File: src/rtl/sargantana_itag_ctrl.sv
// I-cache tag/valid array controller: serialises lookups and refills against a 1-cycle-latency tag memory.
// Optional SARGANTANA_ITAG_MULTIHIT_CHK_EN adds multi-hit detection ports (multihit_o, multihit_sticky_o).
module sargantana_itag_ctrl #(
  parameter int unsigned N_WAY = 4,
  parameter int unsigned TAG_W = 20,
  parameter int unsigned IDX_W = 6
) (
  input  logic                   clk_i,
  input  logic                   rst_i,
  input  logic                   flush_i,
  input  logic                   lkp_valid_i,
  output logic                   lkp_ready_o,
  input  logic [IDX_W-1:0]       lkp_idx_i,
  input  logic [TAG_W-1:0]       lkp_tag_i,
  output logic                   res_valid_o,
  output logic                   res_hit_o,
  output logic [N_WAY-1:0]       res_way_o,
  input  logic                   rfl_valid_i,
  output logic                   rfl_ready_o,
  input  logic [IDX_W-1:0]       rfl_idx_i,
  input  logic [TAG_W-1:0]       rfl_tag_i,
  output logic                   rfl_done_o,
  output logic [N_WAY-1:0]       rfl_way_o,
  output logic [N_WAY-1:0]       tag_req_o,
  output logic                   tag_we_o,
  output logic                   tag_vbit_o,
  output logic                   tag_flush_o,
  output logic [TAG_W-1:0]       tag_data_o,
  output logic [IDX_W-1:0]       tag_addr_o,
  input  logic [N_WAY*TAG_W-1:0] tag_way_i,
  input  logic [N_WAY-1:0]       tag_vbit_i
`ifdef SARGANTANA_ITAG_MULTIHIT_CHK_EN
  ,
  output logic                   multihit_o,
  output logic                   multihit_sticky_o
`endif
);

  localparam int unsigned PTR_W = (N_WAY > 1) ? $clog2(N_WAY) : 1;

  localparam logic [2:0] IDLE   = 3'd0;
  localparam logic [2:0] LKP_RD = 3'd1;
  localparam logic [2:0] RFL_RD = 3'd2;
  localparam logic [2:0] RFL_WR = 3'd3;
  localparam logic [2:0] FLUSH  = 3'd4;

  logic [2:0]       state, state_d;
  logic [PTR_W-1:0] rr_ptr;
  logic [TAG_W-1:0] tag_q;
  logic [IDX_W-1:0] idx_q;
  logic [N_WAY-1:0] victim_q, victim_d;
  logic [N_WAY-1:0] match, hit_way;
  logic             hit_found, inv_found, all_valid;
  int unsigned      match_cnt;

  // Tag compare against the latched lookup tag; lowest matching way wins.
  always_comb begin
    match     = '0;
    hit_way   = '0;
    hit_found = 1'b0;
    match_cnt = 0;
    for (int unsigned w = 0; w < N_WAY; w++) begin
      match[w] = tag_vbit_i[w] && (tag_way_i[w*TAG_W +: TAG_W] == tag_q);
      if (match[w]) begin
        match_cnt = match_cnt + 1;
        if (!hit_found) begin
          hit_way[w] = 1'b1;
          hit_found  = 1'b1;
        end
      end
    end
  end

  // Victim: lowest invalid way, else the round-robin way.
  always_comb begin
    victim_d  = '0;
    inv_found = 1'b0;
    all_valid = &tag_vbit_i;
    for (int unsigned w = 0; w < N_WAY; w++) begin
      if (!tag_vbit_i[w] && !inv_found) begin
        victim_d[w] = 1'b1;
        inv_found   = 1'b1;
      end
    end
    if (!inv_found) victim_d = N_WAY'(1) << rr_ptr;
  end

  always_comb begin
    state_d     = state;
    lkp_ready_o = 1'b0;
    rfl_ready_o = 1'b0;
    res_valid_o = 1'b0;
    res_hit_o   = 1'b0;
    res_way_o   = '0;
    rfl_done_o  = 1'b0;
    rfl_way_o   = '0;
    tag_req_o   = '0;
    tag_we_o    = 1'b0;
    tag_vbit_o  = 1'b0;
    tag_flush_o = 1'b0;
    tag_data_o  = '0;
    tag_addr_o  = '0;
    if (rst_i) begin
      state_d = IDLE;
    end else if (flush_i) begin
      tag_flush_o = 1'b1;
      state_d     = FLUSH;
    end else begin
      case (state)
        IDLE: begin
          rfl_ready_o = 1'b1;
          lkp_ready_o = !rfl_valid_i;
          if (rfl_valid_i) begin
            tag_req_o  = '1;
            tag_addr_o = rfl_idx_i;
            state_d    = RFL_RD;
          end else if (lkp_valid_i) begin
            tag_req_o  = '1;
            tag_addr_o = lkp_idx_i;
            state_d    = LKP_RD;
          end
        end
        LKP_RD: begin
          res_valid_o = 1'b1;
          res_hit_o   = |match;
          res_way_o   = hit_way;
          state_d     = IDLE;
        end
        RFL_RD: state_d = RFL_WR;
        RFL_WR: begin
          tag_req_o  = victim_q;
          tag_we_o   = 1'b1;
          tag_vbit_o = 1'b1;
          tag_data_o = tag_q;
          tag_addr_o = idx_q;
          rfl_done_o = 1'b1;
          rfl_way_o  = victim_q;
          state_d    = IDLE;
        end
        default: state_d = IDLE;
      endcase
    end
  end

  always_ff @(posedge clk_i or posedge rst_i) begin
    if (rst_i) begin
      state    <= IDLE;
      rr_ptr   <= '0;
      tag_q    <= '0;
      idx_q    <= '0;
      victim_q <= '0;
    end else begin
      state <= state_d;
      if (flush_i || state == FLUSH) begin
        rr_ptr <= '0;
      end else if (state == RFL_RD) begin
        victim_q <= victim_d;
        if (all_valid) rr_ptr <= rr_ptr + PTR_W'(1);
      end else if (state == IDLE) begin
        if (rfl_valid_i) begin
          tag_q <= rfl_tag_i;
          idx_q <= rfl_idx_i;
        end else if (lkp_valid_i) begin
          tag_q <= lkp_tag_i;
        end
      end
    end
  end

`ifdef SARGANTANA_ITAG_MULTIHIT_CHK_EN
  assign multihit_o = res_valid_o && (match_cnt > 1);

  always_ff @(posedge clk_i or posedge rst_i) begin
    if (rst_i)           multihit_sticky_o <= 1'b0;
    else if (flush_i)    multihit_sticky_o <= 1'b0;
    else if (multihit_o) multihit_sticky_o <= 1'b1;
  end
`endif

endmodule

File: config.mk
export PLATFORM = sky130hd
export DESIGN_NAME = sargantana_itag_ctrl
export DESIGN_NICKNAME = d
export VERILOG_FILES = /design/src/rtl/sargantana_itag_ctrl.sv
export SDC_FILE = /design/constraint.sdc
export NUM_CORES = 1
export LEC_CHECK = 0
export CORE_AREA = 5 5 108 110
export DETAILED_ROUTE_END_ITERATION = 12
export DIE_AREA = 0 0 113 115
export PLACE_DENSITY = 0.66
export SETUP_SLACK_MARGIN = 0.5
export SLEW_MARGIN = 20
export SYNTH_ARGS = -nofsm -noshare
export SYNTH_HDL_FRONTEND = slang
export SYNTH_SLANG_ARGS = --single-unit
File: constraint.sdc
create_clock -name clk_i -period 6 [get_ports clk_i]
set_input_delay 1.8 -clock clk_i [delete_from_list [all_inputs] [get_ports clk_i]]
set_output_delay 1.8 -clock clk_i [all_outputs]
set_load 0.005 [all_outputs]
==> out/qor.txt <==
Starting Density - 29.3%
CTS Buf Count - 5
Routed WL - 12300 um
Placer Congestion - 0.907
CTS clock-pin slew for the worst setup and hold paths - 0.08 ns
FF+latch count, synth - 35
Final Worst Setup Slack - 0.548 ns
Synth Instances - 368
Most area-consuming cells after synthesis - dfrtp_1 (28%), xnor2_1 (15%), xor2_1 (7.3%)
Post-synth ARST share - 100%
Layout cells sized above 1 - 11.6%
Row cnt - 38
Post-synth EDFFs - 0
DR vias/cell - 4.69
PwrDens - 164 nW/um2
CTS tree - built
Netlist cell types - 43
Min Tclk post-route - 5.45 ns
Worst Tran Pin Value - 0.535 ns
Largest net degree at the start of global routing - 41
Global route overflow - 0
Final Max Slew Viols - 0
Dominant cell type by area after synthesis - dfrtp_1
Hold Vio Cnt, Final - 0
IO Pins - 187
Worst EP required - 4.20 ns
Post-DR wirelength/cell - 18.0 um
Die height - 115 um
Core outline area - 10600 um2
Data arrival time of the worst path - 3.65 ns
Drt first-iter violations - 97
Pleak - 0.00224 uW
Register area share after synthesis - 28.2%
Worst-path maximum fanout - 2
Number of global-route vias before repair - 3477
Die Wd - 113 um
Syn Std Cell Area - 3110 um2
Antenna violations before repair - 0
First-pass GRT wire length - 18900 um
Seq. cell area - 876 um2
Final net count - 688
Avg Cell Area, Syn - 8.45 um2
FILL cells - 1019
Post-detail-place hpwl - 10000 um
Status - completed
Post-route ant nets - 0
Final hold slack - 0.486 ns
Hold_buf cts - 0
Type of the tightest min-delay check - reg -> reg
RSZ-0062 raised after global routing - no
Via count - 3216
Final Skew - 0.00782 ns
# H-tree levels - 2
DIE AREA - 13000 um2
Pre-Repair DR Iteration Count - 5
CP Class - in -> out
Synth warnings - 0
Final setup viols - 0
TNS Setup - 0 ns
Maximum VDD drop - 88.7 uV
Clk Latency, worst-skew pair - 0.29 ns
Worst setup EP type - output port
Clk sinks - 35
Layout area overhead - 71.7%
Clk root buf - clkbuf_8
Setup slack, reg-to-reg - 4.10 ns
Area occupied by multi-input gates - 2100 um2
Port bufs - 186
Top FF cell, synth - dfrtp_1
Max Root-Sink Buffers - 2
Max Cap Violations - 0
F_max - 183 MHz
Post-Syn Nets - 513
Slew headroom - 64.3%
Overall global routing resource usage - 18.6%
Setup WS pre-CTS - -0.173 ns
Final period util - 90.9%
DRC violations left - 0
Critical path launch point type - primary input
Top-area cell type share of the netlist area - 28.2%
==> layout make-up <==
cell class	instances	share of cell area (%)
Timing Repair Buffer	205	38.6
Clock buffer	5	1.29
Multi-Input combinational cell	288	39.4
Inverter	8	0.633
Sequential cell	35	16.4
Clock inverter	3	0.375
Antenna cell	1	0.0469
Tap cell	140	3.28
==> report_power, final <==
group	switching [uW]	internal, uW
registers	92.5	274
logic	128	209
clock network	91.5	80.8
==> critical path: stages <==
cell and delay [ns]:
clkdlybuf4s50_1 0.41, xor2_1 0.14, nor3_1 0.22, nand4_1 0.21
or3_4 0.44, buf_6 0.12, a41oi_2 0.16, buf_2 0.14
==> sequential cells by signal, summed over array words and instances, names as in the netlist <==
name / cells
tag_q: 20
rr_ptr: 2
state: 3
idx_q: 6
victim_q: 4
==> cell usage after synthesis, types with 7 or more instances <==
cell type   n
xnor2_1    53
nor2_1     40
dfrtp_1    35
a21oi_1    30
xor2_1     26
mux2i_1    21
and2_1     20
buf_2      18
nand2_1    18
nand4_1    14
nor4_1     10
clkbuf_1    9
inv_1       7
==> routing by layer <==
| metal | track usage [%] | vias up | share of wire [%] |
|---|---|---|---|
| met1 | 23.5 | 1501 | 43 |
| met3 | 4.47 | 11 | 6.6 |
| met4 | 3.13 | 0 | 1.1 |
| met5 | 0 | - | 0 |
| li1 | - | 1582 | - |
| met2 | 32.8 | 122 | 49 |
==> metrics by stage <==
step                cells  utilization (%)  instance area (um2)  power (uW)
detailed placement    671             47.6                 5050         697
CTS                   683             49.3                 5230         884
global route          684             50.3                 5330         936
finish                685             50.3                 5340         876
floorplan             368                -                 3110         542
global placement      671             47.6                 5050         686
==> worst paths after layout <==
path / from / end / cells past startpoint
worst min-delay path: victim_q[0] / victim_q[0] / 1
worst max register to register: state[2] / tag_q[12] / 5
min in group asynchronous: rst_i / victim_q[1] / 3
worst min register to register: victim_q[0] / victim_q[0] / 1
max in group asynchronous: rst_i / idx_q[3] / 4
worst max-delay path: tag_way_i[13] / res_hit_o / 8
==> what timing repair did <==
item | 4_1_cts | 5_1_grt
setup buffers | 3 | 1
gates cloned | 1 | 0
endpoints found under the setup margin | 42 | 27
gates resized for setup | 33 | 38
pin swaps | 8 | 21
==> cells by family (layout without fill, tap and decap cells) <==
group           Yosys count  count (layout)  share of synthesized area (%)
compound gates           47              47                           8.78
simple gates            130             130                           22.0
other cells               0               1                              0
xor+xnor                 80              80                           22.8
fa+ha+maj                 4               4                           1.61
flops                    35              35                           28.2
mux                      27              27                           8.94
buf+inv                  45             221                           7.73
==> cells in the final DEF, fill, tap and decap left out, types with 5 or more instances in the layout <==
cell	n
xor2_1	24
and2_1	20
nand3_1	5
nand4_1	14
nand2_1	18
nor2_1	39
nor4_1	5
dlymetal6s2s_1	20
clkdlybuf4s50_1	156
clkbuf_8	5
xnor2_1	52
o21ai_0	5
mux2_2	6
a21oi_1	30
dfrtp_1	35
buf_4	16
mux2i_1	21
a22oi_1	6
inv_1	6
(Power assumes the default switching activity.)
